### src/rtl/dram_req_arb_queue_if.sv
`default_nettype none
// ============================================================================
// Module      : dram_req_arb_queue_if
// Description : Bundle of the per-channel enqueue ports, transaction-counter
//               controls and the arbitrated DRAM request port of
//               dram_req_arb_queue. The slave side is the queue, the master
//               side is the backend/DRAM environment driving it.
// Revision    : 1.0 - initial release
// ============================================================================
interface dram_req_arb_queue_if #(
   parameter int NUM_CH = 2,
   parameter int DEPTH  = 8,
   parameter int ADDR_W = 32,
   parameter int ID_W   = 8,
   parameter int NB_W   = 6,
   parameter int DATA_W = 64,
   parameter int LEN_W  = 8
);
   localparam int CNT_W = $clog2(DEPTH + 1);
   localparam int CH_W  = (NUM_CH > 1) ? $clog2(NUM_CH) : 1;

   // Per-channel enqueue ports
   logic [NUM_CH-1:0]        enq_valid;
   logic [NUM_CH-1:0]        enq_ready;
   logic [NUM_CH-1:0]        enq_write;
   logic [NUM_CH*ID_W-1:0]   enq_id;
   logic [NUM_CH*ADDR_W-1:0] enq_addr;
   logic [NUM_CH*NB_W-1:0]   enq_num_bytes;
   logic [NUM_CH*DATA_W-1:0] enq_wdata;

   // Per-channel transaction counters and status
   logic [NUM_CH-1:0]        txn_start;
   logic [NUM_CH*LEN_W-1:0]  txn_len;
   logic [NUM_CH-1:0]        txn_busy;
   logic [NUM_CH-1:0]        txn_done;
   logic [NUM_CH*CNT_W-1:0]  occupancy;

   // Arbitrated DRAM request port
   logic                     dram_req_valid;
   logic                     dram_req_ready;
   logic [CH_W-1:0]          dram_req_ch;
   logic                     dram_req_write;
   logic [ID_W-1:0]          dram_req_id;
   logic [ADDR_W-1:0]        dram_req_addr;
   logic [NB_W-1:0]          dram_req_num_bytes;
   logic [DATA_W-1:0]        dram_req_wdata;
   logic [31:0]              perf_stall_cycles;

   modport slave (
      input  enq_valid, enq_write, enq_id, enq_addr, enq_num_bytes, enq_wdata,
      input  txn_start, txn_len, dram_req_ready,
      output enq_ready, txn_busy, txn_done, occupancy,
      output dram_req_valid, dram_req_ch, dram_req_write, dram_req_id,
      output dram_req_addr, dram_req_num_bytes, dram_req_wdata, perf_stall_cycles
   );

   modport master (
      output enq_valid, enq_write, enq_id, enq_addr, enq_num_bytes, enq_wdata,
      output txn_start, txn_len, dram_req_ready,
      input  enq_ready, txn_busy, txn_done, occupancy,
      input  dram_req_valid, dram_req_ch, dram_req_write, dram_req_id,
      input  dram_req_addr, dram_req_num_bytes, dram_req_wdata, perf_stall_cycles
   );
endinterface
`default_nettype wire

### src/rtl/dram_req_arb_queue.sv
`default_nettype none
// ============================================================================
// Module      : dram_req_arb_queue
// Description : NUM_CH per-channel request FIFOs drained by a stall-safe
//               round-robin arbiter onto one valid/ready DRAM request port,
//               with a per-channel accepted-request transaction counter.
//               Optional macro DRAM_REQ_ARB_QUEUE_PERF_EN enables the
//               saturating perf_stall_cycles counter.
// Revision    : 1.0 - initial release
// ============================================================================
module dram_req_arb_queue #(
   parameter int NUM_CH = 2,
   parameter int DEPTH  = 8,
   parameter int ADDR_W = 32,
   parameter int ID_W   = 8,
   parameter int NB_W   = 6,
   parameter int DATA_W = 64,
   parameter int LEN_W  = 8
) (
   input  logic                clk,
   input  logic                n_rst,
   dram_req_arb_queue_if.slave bus
);
   localparam int PTR_W = $clog2(DEPTH);
   localparam int CNT_W = $clog2(DEPTH + 1);
   localparam int CH_W  = (NUM_CH > 1) ? $clog2(NUM_CH) : 1;
   localparam int ENT_W = 1 + ID_W + ADDR_W + NB_W + DATA_W;

   // Entry layout: {write, id, addr, num_bytes, wdata}
   logic [ENT_W-1:0] mem_q [NUM_CH][DEPTH];
   logic [ENT_W-1:0] mem_d [NUM_CH][DEPTH];
   logic [PTR_W-1:0] head_q [NUM_CH], head_d [NUM_CH];
   logic [PTR_W-1:0] tail_q [NUM_CH], tail_d [NUM_CH];
   logic [CNT_W-1:0] count_q [NUM_CH], count_d [NUM_CH];
   logic [LEN_W-1:0] len_q [NUM_CH], len_d [NUM_CH];
   logic [LEN_W-1:0] acc_q [NUM_CH], acc_d [NUM_CH];
   logic [NUM_CH-1:0] busy_q, busy_d, done_q, done_d;
   logic             lock_q, lock_d;
   logic [CH_W-1:0]  grant_q, grant_d, rr_q, rr_d;

   logic [ENT_W-1:0]  enq_ent [NUM_CH];
   logic [NUM_CH-1:0] nonempty, push, pop;
   logic [CH_W-1:0]   grant;
   logic              req_valid, accept;
   logic [ENT_W-1:0]  head_ent;

   generate
      for (genvar c = 0; c < NUM_CH; c++) begin : g_ch
         assign enq_ent[c] = {bus.enq_write[c], bus.enq_id[c*ID_W +: ID_W],
                              bus.enq_addr[c*ADDR_W +: ADDR_W],
                              bus.enq_num_bytes[c*NB_W +: NB_W],
                              bus.enq_wdata[c*DATA_W +: DATA_W]};
         // Ready comes from the registered count only: no pop-to-push bypass
         assign bus.enq_ready[c]                = (count_q[c] != CNT_W'(DEPTH));
         assign bus.occupancy[c*CNT_W +: CNT_W] = count_q[c];
         assign nonempty[c]                     = (count_q[c] != '0);
         assign push[c]                         = bus.enq_valid[c] && bus.enq_ready[c];
         assign pop[c]                          = accept && (grant == CH_W'(c));
      end
   endgenerate

   // Round-robin search from rr_ptr; a locked grant is held until accepted
   always_comb begin
      logic [CH_W:0] idx;
      logic          found;
      grant = grant_q;
      found = 1'b0;
      idx   = '0;
      if (!lock_q) begin
         grant = rr_q;
         for (int i = 0; i < NUM_CH; i++) begin
            idx = {1'b0, rr_q} + (CH_W+1)'(i);
            if (idx >= (CH_W+1)'(NUM_CH)) idx = idx - (CH_W+1)'(NUM_CH);
            if (!found && nonempty[idx[CH_W-1:0]]) begin
               grant = idx[CH_W-1:0];
               found = 1'b1;
            end
         end
      end
      req_valid = lock_q || (|nonempty);
      accept    = req_valid && bus.dram_req_ready;
      head_ent  = mem_q[grant][head_q[grant]];
      lock_d    = req_valid && !bus.dram_req_ready;
      grant_d   = grant;
      rr_d      = rr_q;
      if (accept) begin
         if (grant == CH_W'(NUM_CH - 1)) rr_d = '0;
         else                            rr_d = grant + CH_W'(1);
      end
   end

   // FIFO pointer/storage update and per-channel transaction counting
   always_comb begin
      mem_d   = mem_q;
      head_d  = head_q;
      tail_d  = tail_q;
      count_d = count_q;
      len_d   = len_q;
      acc_d   = acc_q;
      busy_d  = busy_q;
      done_d  = '0;
      for (int c = 0; c < NUM_CH; c++) begin
         if (push[c]) begin
            mem_d[c][tail_q[c]] = enq_ent[c];
            tail_d[c]           = tail_q[c] + PTR_W'(1);
         end
         if (pop[c]) head_d[c] = head_q[c] + PTR_W'(1);
         count_d[c] = count_q[c] + CNT_W'(push[c]) - CNT_W'(pop[c]);
         if (busy_q[c]) begin
            if (pop[c]) begin
               if (acc_q[c] + LEN_W'(1) == len_q[c]) begin
                  done_d[c] = 1'b1;
                  busy_d[c] = 1'b0;
                  acc_d[c]  = '0;
               end else begin
                  acc_d[c] = acc_q[c] + LEN_W'(1);
               end
            end
         end else if (bus.txn_start[c]) begin
            // A zero-length transaction completes without ever going busy
            if (bus.txn_len[c*LEN_W +: LEN_W] == '0) begin
               done_d[c] = 1'b1;
            end else begin
               busy_d[c] = 1'b1;
               len_d[c]  = bus.txn_len[c*LEN_W +: LEN_W];
               acc_d[c]  = '0;
            end
         end
      end
   end

   // State registers with asynchronous active-low reset
   always_ff @(posedge clk or negedge n_rst) begin
      if (!n_rst) begin
         for (int c = 0; c < NUM_CH; c++) begin
            for (int e = 0; e < DEPTH; e++) mem_q[c][e] <= '0;
            head_q[c]  <= '0;
            tail_q[c]  <= '0;
            count_q[c] <= '0;
            len_q[c]   <= '0;
            acc_q[c]   <= '0;
         end
         busy_q  <= '0;
         done_q  <= '0;
         lock_q  <= 1'b0;
         grant_q <= '0;
         rr_q    <= '0;
      end else begin
         mem_q   <= mem_d;
         head_q  <= head_d;
         tail_q  <= tail_d;
         count_q <= count_d;
         len_q   <= len_d;
         acc_q   <= acc_d;
         busy_q  <= busy_d;
         done_q  <= done_d;
         lock_q  <= lock_d;
         grant_q <= grant_d;
         rr_q    <= rr_d;
      end
   end

   assign bus.txn_busy           = busy_q;
   assign bus.txn_done           = done_q;
   assign bus.dram_req_valid     = req_valid;
   // Fields read as zero whenever nothing is presented
   assign bus.dram_req_ch        = req_valid ? grant : '0;
   assign bus.dram_req_write     = req_valid & head_ent[ENT_W-1];
   assign bus.dram_req_id        = req_valid ? head_ent[DATA_W+NB_W+ADDR_W +: ID_W] : '0;
   assign bus.dram_req_addr      = req_valid ? head_ent[DATA_W+NB_W +: ADDR_W] : '0;
   assign bus.dram_req_num_bytes = req_valid ? head_ent[DATA_W +: NB_W] : '0;
   assign bus.dram_req_wdata     = req_valid ? head_ent[DATA_W-1:0] : '0;

`ifdef DRAM_REQ_ARB_QUEUE_PERF_EN
   logic [31:0] stall_q, stall_d;

   // Saturating count of cycles a presented request is held off by DRAM
   always_comb begin
      stall_d = stall_q;
      if (req_valid && !bus.dram_req_ready && (stall_q != 32'hFFFF_FFFF))
         stall_d = stall_q + 32'd1;
   end

   // Stall counter register
   always_ff @(posedge clk or negedge n_rst) begin
      if (!n_rst) stall_q <= '0;
      else        stall_q <= stall_d;
   end

   assign bus.perf_stall_cycles = stall_q;
`else
   assign bus.perf_stall_cycles = 32'd0;
`endif
endmodule
`default_nettype wire

### src/flat_wrapper.sv
// flat-port wrapper written by rule: the top's interface ports become plain ports
module dram_req_arb_queue_flat 
#(
   parameter int NUM_CH = 2,
   parameter int DEPTH  = 8,
   parameter int ADDR_W = 32,
   parameter int ID_W   = 8,
   parameter int NB_W   = 6,
   parameter int DATA_W = 64,
   parameter int LEN_W  = 8
)
  (clk, n_rst, bus_enq_valid, bus_enq_write, bus_enq_id, bus_enq_addr, bus_enq_num_bytes, bus_enq_wdata, bus_txn_start, bus_txn_len, bus_dram_req_ready, bus_enq_ready, bus_txn_busy, bus_txn_done, bus_occupancy, bus_dram_req_valid, bus_dram_req_ch, bus_dram_req_write, bus_dram_req_id, bus_dram_req_addr, bus_dram_req_num_bytes, bus_dram_req_wdata, bus_perf_stall_cycles);
  dram_req_arb_queue_if #(.NUM_CH(NUM_CH), .DEPTH(DEPTH), .ADDR_W(ADDR_W), .ID_W(ID_W), .NB_W(NB_W), .DATA_W(DATA_W), .LEN_W(LEN_W)) bus_i ();
  input  logic clk;
  input  logic n_rst;
  input wire logic [$bits(bus_i.enq_valid)-1:0] bus_enq_valid;
  input wire logic [$bits(bus_i.enq_write)-1:0] bus_enq_write;
  input wire logic [$bits(bus_i.enq_id)-1:0] bus_enq_id;
  input wire logic [$bits(bus_i.enq_addr)-1:0] bus_enq_addr;
  input wire logic [$bits(bus_i.enq_num_bytes)-1:0] bus_enq_num_bytes;
  input wire logic [$bits(bus_i.enq_wdata)-1:0] bus_enq_wdata;
  input wire logic [$bits(bus_i.txn_start)-1:0] bus_txn_start;
  input wire logic [$bits(bus_i.txn_len)-1:0] bus_txn_len;
  input wire logic [$bits(bus_i.dram_req_ready)-1:0] bus_dram_req_ready;
  output wire logic [$bits(bus_i.enq_ready)-1:0] bus_enq_ready;
  output wire logic [$bits(bus_i.txn_busy)-1:0] bus_txn_busy;
  output wire logic [$bits(bus_i.txn_done)-1:0] bus_txn_done;
  output wire logic [$bits(bus_i.occupancy)-1:0] bus_occupancy;
  output wire logic [$bits(bus_i.dram_req_valid)-1:0] bus_dram_req_valid;
  output wire logic [$bits(bus_i.dram_req_ch)-1:0] bus_dram_req_ch;
  output wire logic [$bits(bus_i.dram_req_write)-1:0] bus_dram_req_write;
  output wire logic [$bits(bus_i.dram_req_id)-1:0] bus_dram_req_id;
  output wire logic [$bits(bus_i.dram_req_addr)-1:0] bus_dram_req_addr;
  output wire logic [$bits(bus_i.dram_req_num_bytes)-1:0] bus_dram_req_num_bytes;
  output wire logic [$bits(bus_i.dram_req_wdata)-1:0] bus_dram_req_wdata;
  output wire logic [$bits(bus_i.perf_stall_cycles)-1:0] bus_perf_stall_cycles;
  assign bus_i.enq_valid = bus_enq_valid;
  assign bus_i.enq_write = bus_enq_write;
  assign bus_i.enq_id = bus_enq_id;
  assign bus_i.enq_addr = bus_enq_addr;
  assign bus_i.enq_num_bytes = bus_enq_num_bytes;
  assign bus_i.enq_wdata = bus_enq_wdata;
  assign bus_i.txn_start = bus_txn_start;
  assign bus_i.txn_len = bus_txn_len;
  assign bus_i.dram_req_ready = bus_dram_req_ready;
  assign bus_enq_ready = bus_i.enq_ready;
  assign bus_txn_busy = bus_i.txn_busy;
  assign bus_txn_done = bus_i.txn_done;
  assign bus_occupancy = bus_i.occupancy;
  assign bus_dram_req_valid = bus_i.dram_req_valid;
  assign bus_dram_req_ch = bus_i.dram_req_ch;
  assign bus_dram_req_write = bus_i.dram_req_write;
  assign bus_dram_req_id = bus_i.dram_req_id;
  assign bus_dram_req_addr = bus_i.dram_req_addr;
  assign bus_dram_req_num_bytes = bus_i.dram_req_num_bytes;
  assign bus_dram_req_wdata = bus_i.dram_req_wdata;
  assign bus_perf_stall_cycles = bus_i.perf_stall_cycles;
  dram_req_arb_queue #(.NUM_CH(NUM_CH), .DEPTH(DEPTH), .ADDR_W(ADDR_W), .ID_W(ID_W), .NB_W(NB_W), .DATA_W(DATA_W), .LEN_W(LEN_W)) u_core (.clk(clk), .n_rst(n_rst), .bus(bus_i));
endmodule
### config.mk
export PLATFORM = sky130hd
export DESIGN_NAME = dram_req_arb_queue_flat
export DESIGN_NICKNAME = d
export VERILOG_FILES = /design/src/rtl/dram_req_arb_queue_if.sv /design/src/rtl/dram_req_arb_queue.sv /design/src/flat_wrapper.sv
export SDC_FILE = /design/constraint.sdc
export NUM_CORES = 2
export LEC_CHECK = 0
export CORE_ASPECT_RATIO = 1.75
export CORE_MARGIN = 5
export CORE_UTILIZATION = 60
export DETAILED_ROUTE_END_ITERATION = 10
export GPL_TIMING_DRIVEN = 1
export PLACE_DENSITY = 0.79
export SKIP_LAST_GASP = 1
export SLEW_MARGIN = 20
export SYNTH_ARGS = -nofsm -noshare
export SYNTH_HDL_FRONTEND = slang
export SYNTH_SLANG_ARGS = --single-unit
### constraint.sdc
create_clock -name clk -period 3 [get_ports clk]
set_input_delay 0.45 -clock clk [delete_from_list [all_inputs] [get_ports clk]]
set_output_delay 0.45 -clock clk [all_outputs]
set_load 0.03 [all_outputs]
Word-level counts from Yosys, hierarchy flattened
Cells that the tools add are included.
{ "totals": {"elab_cells": 160, "out_inout_bits": 159, "register_bits": 1835, "input_bits": 245} }
{ "op_classes": {"mux": 64, "add_sub_neg": 14, "reduce_logical": 23, "magnitude_cmp": 10, "eq_ne": 8, "bitwise": 10} }
{ "op_table": {"columns": ["cell", "count"], "rows": [
  ["888-bit two-way mux", 3],
  ["888-bit bitwise mux", 2],
  ["111-bit demux with 3-bit select", 2],
  ["111-bit two-way mux", 4],
  ["111-bit binary-select mux with 3-bit select", 1],
  ["8-bit two-way mux", 11],
  ["64-bit two-way mux", 1],
  ["1-bit two-way mux", 35],
  ["32-bit two-way mux", 1],
  ["8-bit by 1-bit adder with 8-bit output (second input constant)", 2],
  ["8-bit == test", 2],
  ["8-bit logical NOT", 2],
  ["3-bit by 1-bit adder with 3-bit output (second input constant)", 4],
  ["4-bit greater-or-equal comparator (second input constant)", 3],
  ["3-bit NOT with 4-bit output", 3],
  ["3-bit AND reduction", 4],
  ["1-bit logical AND", 9],
  ["3-bit two-way mux", 3],
  ["4-bit by 1-bit adder with 4-bit output", 2],
  ["4-bit by 1-bit < comparator with 1-bit output (second input constant)", 2],
  ["4-bit != test (second input constant)", 2],
  ["4-bit nonzero test", 2],
  ["4-bit by 1-bit subtractor with 4-bit output", 2],
  ["6-bit two-way mux", 1],
  ["other kinds (15)", 26]
]} }

Logic depth before layout (Yosys ltp)
{ "logic_depth": {"word_depth": 20, "depth_mapped": 12, "ltp_nobuf": 12} }

Worst setup path before layout
Ideal clock, no wire load.
{ "synth_timing": {"kind": "reg2out", "start": "register u_core.count_q, in the netlist u_core.bus.occupancy[6]", "end": "output bus_dram_req_addr[10]", "path_stages_with_launch": 11, "setup_slack_ns": -0.266, "arrival_ns": 2.816, "t_required_ns": 2.550, "path_buffers": 2, "path_cell_list": "dfrtp_1 > inv_1 > ha_1 > or3b_2 > o211ai_1 > nand2_1 > nor3b_1 > a21oi_1 > buf_2 > clkbuf_1 > o22ai_1"} }
{ "synth_between": {"elab_chain_cells": 18, "word_cells_on_any_way": 26, "cone_classes": "mux (19); bitwise (2); reduce/logical (5)"} }
{ "synth_rtl": {"columns": ["element", "line", "source"], "rows": [
  ["from (decl)", "dram_req_arb_queue.sv:34", "logic [CNT_W-1:0] count_q [NUM_CH], count_d [NUM_CH];"],
  ["from (signal assigned)", "dram_req_arb_queue.sv:152", "count_q <= count_d;"],
  ["4-bit nonzero test *", "dram_req_arb_queue.sv:56", "assign nonempty[c] = (count_q[c] != '0);"],
  ["1-bit two-way mux (implied by the code) (2 in a row)", "dram_req_arb_queue.sv:74", "if (!found && nonempty[idx[CH_W-1:0]]) begin"],
  ["1-bit two-way mux", "dram_req_arb_queue.sv:74", null],
  ["1-bit two-way mux", "dram_req_arb_queue.sv:69", "if (!lock_q) begin"],
  ["1-bit logical NOT", "dram_req_arb_queue.sv:74", null],
  ["1-bit logical AND", "dram_req_arb_queue.sv:74", null],
  ["1-bit two-way mux", "dram_req_arb_queue.sv:74", null],
  ["1-bit two-way mux", "dram_req_arb_queue.sv:69", null],
  ["1-bit NOT with 2-bit output (implied by the code)", "dram_req_arb_queue.sv:82", "head_ent = mem_q[grant][head_q[grant]];"],
  ["3-bit two-way mux (implied by the code) (3 in a row)", "dram_req_arb_queue.sv:82", null],
  ["3-bit NOT with 4-bit output (implied by the code)", "dram_req_arb_queue.sv:82", null],
  ["111-bit binary-select mux with 3-bit select", "dram_req_arb_queue.sv:82", null],
  ["111-bit two-way mux (implied by the code) (2 in a row)", "dram_req_arb_queue.sv:82", null],
  ["32-bit two-way mux *", "dram_req_arb_queue.sv:170", "assign bus.dram_req_addr = req_valid ? head_ent[DATA_W+NB_W +: ADDR_W] : '0;"],
  ["to (decl)", "flat_wrapper.sv:33", "output wire logic [$bits(bus_i.dram_req_addr)-1:0] bus_dram_req_addr;"]
]} }
Mark *: on every way between the ends. The rest lies on a longest branch, timed or not. The select of a mux whose other input is x is not followed.

Worst setup path after layout
{ "layout_timing": {"start": "register u_core.count_q, in the netlist u_core.bus.occupancy[3]", "end": "output bus_dram_req_addr[18]"} }
Same word-level chain as after synthesis.

==> flow_summary.json <==
{
  "grt_max_degree": 108,
  "period_minus_slack_ns": 3.884,
  "setup_tns_ns": -85.95,
  "grt.overflow.total": 0,
  "power.density_nw_per_um2": 1334,
  "cp_top_family": "buffers and inverters",
  "port-buffer-count": 371,
  "failed_checks": "setup timing",
  "rr_endpoint": "u_core.mem_q[1279]$_DFFE_PN0P_",
  "nets": 5850,
  "vias_per_cell": 6.471,
  "drv_slew": 0,
  "synth_area_leaders": "dfrtp_1, mux2_2, mux4_2, mux2i_1, clkbuf_1",
  "hold_ws_ns": 0.2591,
  "synthArstFlopShare_pct": 100.0,
  "worstSkewPairLatency_ns": 0.78,
  "die_y_microns": 500.0,
  "path_cells": "inv_1, ha_2, nor3b_4, o21ai_1, buf_4, o21ai_4, buf_12, clkbuf_16, buf_16, mux2i_1, o22ai_4, buf_6",
  "endpoint_kind": "primary output",
  "wire_per_inst_microns": 30.60,
  "dr.first_iter.drc_count": 3617,
  "die_w_microns": 290,
  "start_util_pct": 60.45,
  "timing.final.ws_setup_ns": -0.8841,
  "cp.required_ns": 2.55,
  "relSlewSlack_pct": 51.29,
  "synth-seq-cells": 1835,
  "vdd_drop_max_uv": 1798,
  "r2r_cells": 9,
  "ioPinCount": 404,
  "max_freq_mhz": 257.5,
  "hold_path_class": "input pin to async pin",
  "synth-edff-count": 0,
  "cp.depth": 12,
  "grt_use_total_pct": 30.96,
  "critical_path.max_fanout": 5,
  "synth_area_sq_um": 82320,
  "grt_pass1_wl_microns": 343100,
  "synth_ff_type": "dfrtp_1",
  "ys_types": 52,
  "cts_made_buffers": 163,
  "rrSetupSlack_ns": 0.07,
  "dp_slack_ns": -0.2496,
  "path_class": "flop to primary output",
  "fin_skew_ns": 0.03519,
  "max_stage_delay_ns": 0.41,
  "nFillCells": 8238,
  "setup_viol_count_final": 112,
  "synth_top_cell_by_area": "dfrtp_1",
  "htreeDepth": 4,
  "final_util_pct": 73.40,
  "yosysWarningCount": 0,
  "clock-sinks": 1835,
  "cap_violations": 0,
  "p_leak_uw": 0.04187,
  "drive_gt1_share_pct": 56.76,
  "status": "complete, but fails checks",
  "rsz0062_at_grt": "yes",
  "worst_slew_pin_slew_ns": 0.7306,
  "areaGrowthSynthToFinish_pct": 21.41,
  "critPathLaunchType": "flop",
  "synth_top_area_share_pct": 55.78,
  "worst-path-buf-inv": 6,
  "dp_hpwl_microns": 149900,
  "antenna_left": 0,
  "firstDrtPassIters": 5,
  "hold_viol_final": 0,
  "dieArea_sq_um": 145000,
  "ys_seq_area_share_pct": 55.78,
  "grt_pass1_vias": 52703,
  "rr_startpoint": "u_core.bus.occupancy[3]$_DFF_PN0_",
  "drcViolationCount": 0,
  "cts_tree": "built",
  "cts_root_buffer": "clkbuf_16",
  "vias": 48831,
  "crit_arrival_ns": 3.43,
  "gp_congestion": 0.8678,
  "post-route-period-util_pct": 129.5,
  "antenna_found_initial": 39,
  "core-area_sq_um": 136200,
  "wl_microns": 230900,
  "synthCells": 5038,
  "num_rows": 179,
  "clk_pin_slew_worst_paths_ns": 0.07,
  "synth.avg_cell_area_sq_um": 16.34,
  "cts_buffer_depth": 3,
  "slowest_stage": "dfrtp_1"
}
registers in the layout, indices dropped and copies added (netlist names):
name / cells
u_core.grant_q: 1
u_core.mem_q: 1776
u_core.tail_q: 6
u_core.rr_q: 1
u_core.acc_q: 16
u_core.head_q: 6
u_core.bus.occupancy: 8
u_core.len_q: 16
u_core.bus.txn_busy: 2
u_core.bus.txn_done: 2
u_core.lock_q: 1
metal layers:
layer  vias up  routed length, microns  global-route usage, %  share of wire (%)
met5         -                     124                      0              0.054
met4        18                    9303                  10.48                4.0
met3       472                   16120                  7.283                7.0
met2      1680                  115100                  51.07                 50
met1     26608                   90230                  41.21                 39
li1      20053                       -                      -                  -
metrics by stage:
step	total power (uW)	cell area [sq um]	cells
2_1_floorplan	81970	83370	5069
3_3_place_gp	101600	91540	7159
3_5_place_dp	103600	91540	7159
4_1_cts	128800	98450	7494
5_1_grt	138800	99900	7527
6_report	133300	99940	7546
worst max path at each step:
stage / startpoint / endpoint
5_1_grt: u_core.bus.occupancy[3]$_DFF_PN0_ / bus_dram_req_addr[18]
2_1_floorplan: u_core.bus.occupancy[6]$_DFF_PN0_ / bus_dram_req_wdata[3]
4_1_cts: u_core.bus.occupancy[2]$_DFF_PN0_ / bus_dram_req_wdata[62]
3_5_place_dp: u_core.bus.occupancy[2]$_DFF_PN0_ / bus_dram_req_wdata[55]
3_3_place_gp: u_core.bus.occupancy[2]$_DFF_PN0_ / bus_dram_req_wdata[56]
6_report: u_core.bus.occupancy[3]$_DFF_PN0_ / bus_dram_req_addr[18]
area by class of cell:
type	instances	area, sq um	area share, %
Antenna cell	26	65.06	0.06510
Clock buffer	236	4786	4.788
Clock inverter	54	611.8	0.6122
Inverter	28	105.1	0.1052
Multi-Input combinational cell	2825	37000	37.02
Sequential cell	1835	45930	45.96
Tap cell	1810	2265	2.266
Timing Repair Buffer	732	9178	9.183
layout by cell type (no fill, tap or decap), drive strengths merged, types with 7 or more instances in the layout:
cell and instances:
nor2 15, clkinvlp 9, o21ai 18, dfrtp 1835
a21o 7, diode 26, inv 34, conb 32
mux2 1792, nand4 7, mux4 444, clkbuf 249
buf 460, clkinv 33, nand3 12, a22o 8
mux2i 222, ha 18, nand2 38, clkdlybuf4s50 257
xor2 10, o22ai 114, xnor2 22, a21oi 12
cells in the mapped netlist, types with 6 or more instances:
cell	count
nor4_1	6
a21o_1	7
buf_2	75
nand2_1	38
nand2b_1	6
ha_1	18
o21ai_0	18
xnor2_1	22
xor2_1	10
nor2_1	14
a21oi_1	11
inv_1	27
nand4_1	7
dfrtp_1	1835
o22ai_1	114
buf_4	32
a22o_1	8
nand3_1	12
mux2i_1	222
buf_1	21
mux4_2	444
clkbuf_1	253
mux2_2	1792
report_power, final:
group          total (uW)  internal (uW)  switching, uW
combinational       68200          35500          32700
clock               21200          11700           9470
sequential          43900          37300           6660
total              133000          84500          48800
worst register-to-register path: cells and delay by family (launching register included):
family | cells | cell delay, ns
adder cells (fa/ha/maj) | 1 | 0.17
buffers and inverters | 4 | 0.96
flip-flops | 1 | 0.41
multiplexers | 1 | 0.35
AND/OR/NAND/NOR | 3 | 0.91
logic make-up (layout without fill, tap and decap cells):
family / Yosys count / count (layout) / synth area share [%]
buffers and inverters: 409 / 1050 / 2.125
AO/OA/AOI/OAI: 173 / 173 / 1.372
multiplexers: 2458 / 2458 / 39.36
other: 1 / 58 / 0.004555
XOR/XNOR: 32 / 32 / 0.3404
flip-flops: 1835 / 1835 / 55.78
AND/OR/NAND/NOR: 110 / 110 / 0.6961
adder cells (fa/ha/maj): 20 / 20 / 0.3222
what timing repair did:
action                                  4_1_cts  5_1_grt
gates cloned                                 19       16
endpoints found under the setup margin      113      113
hold endpoints to repair                     83        0
setup buffers                                25       21
hold buffers                                  1        0
resized for setup                           216      219
pin swaps                                    29       18
Note: power is estimated with default switching activity, not from simulation.
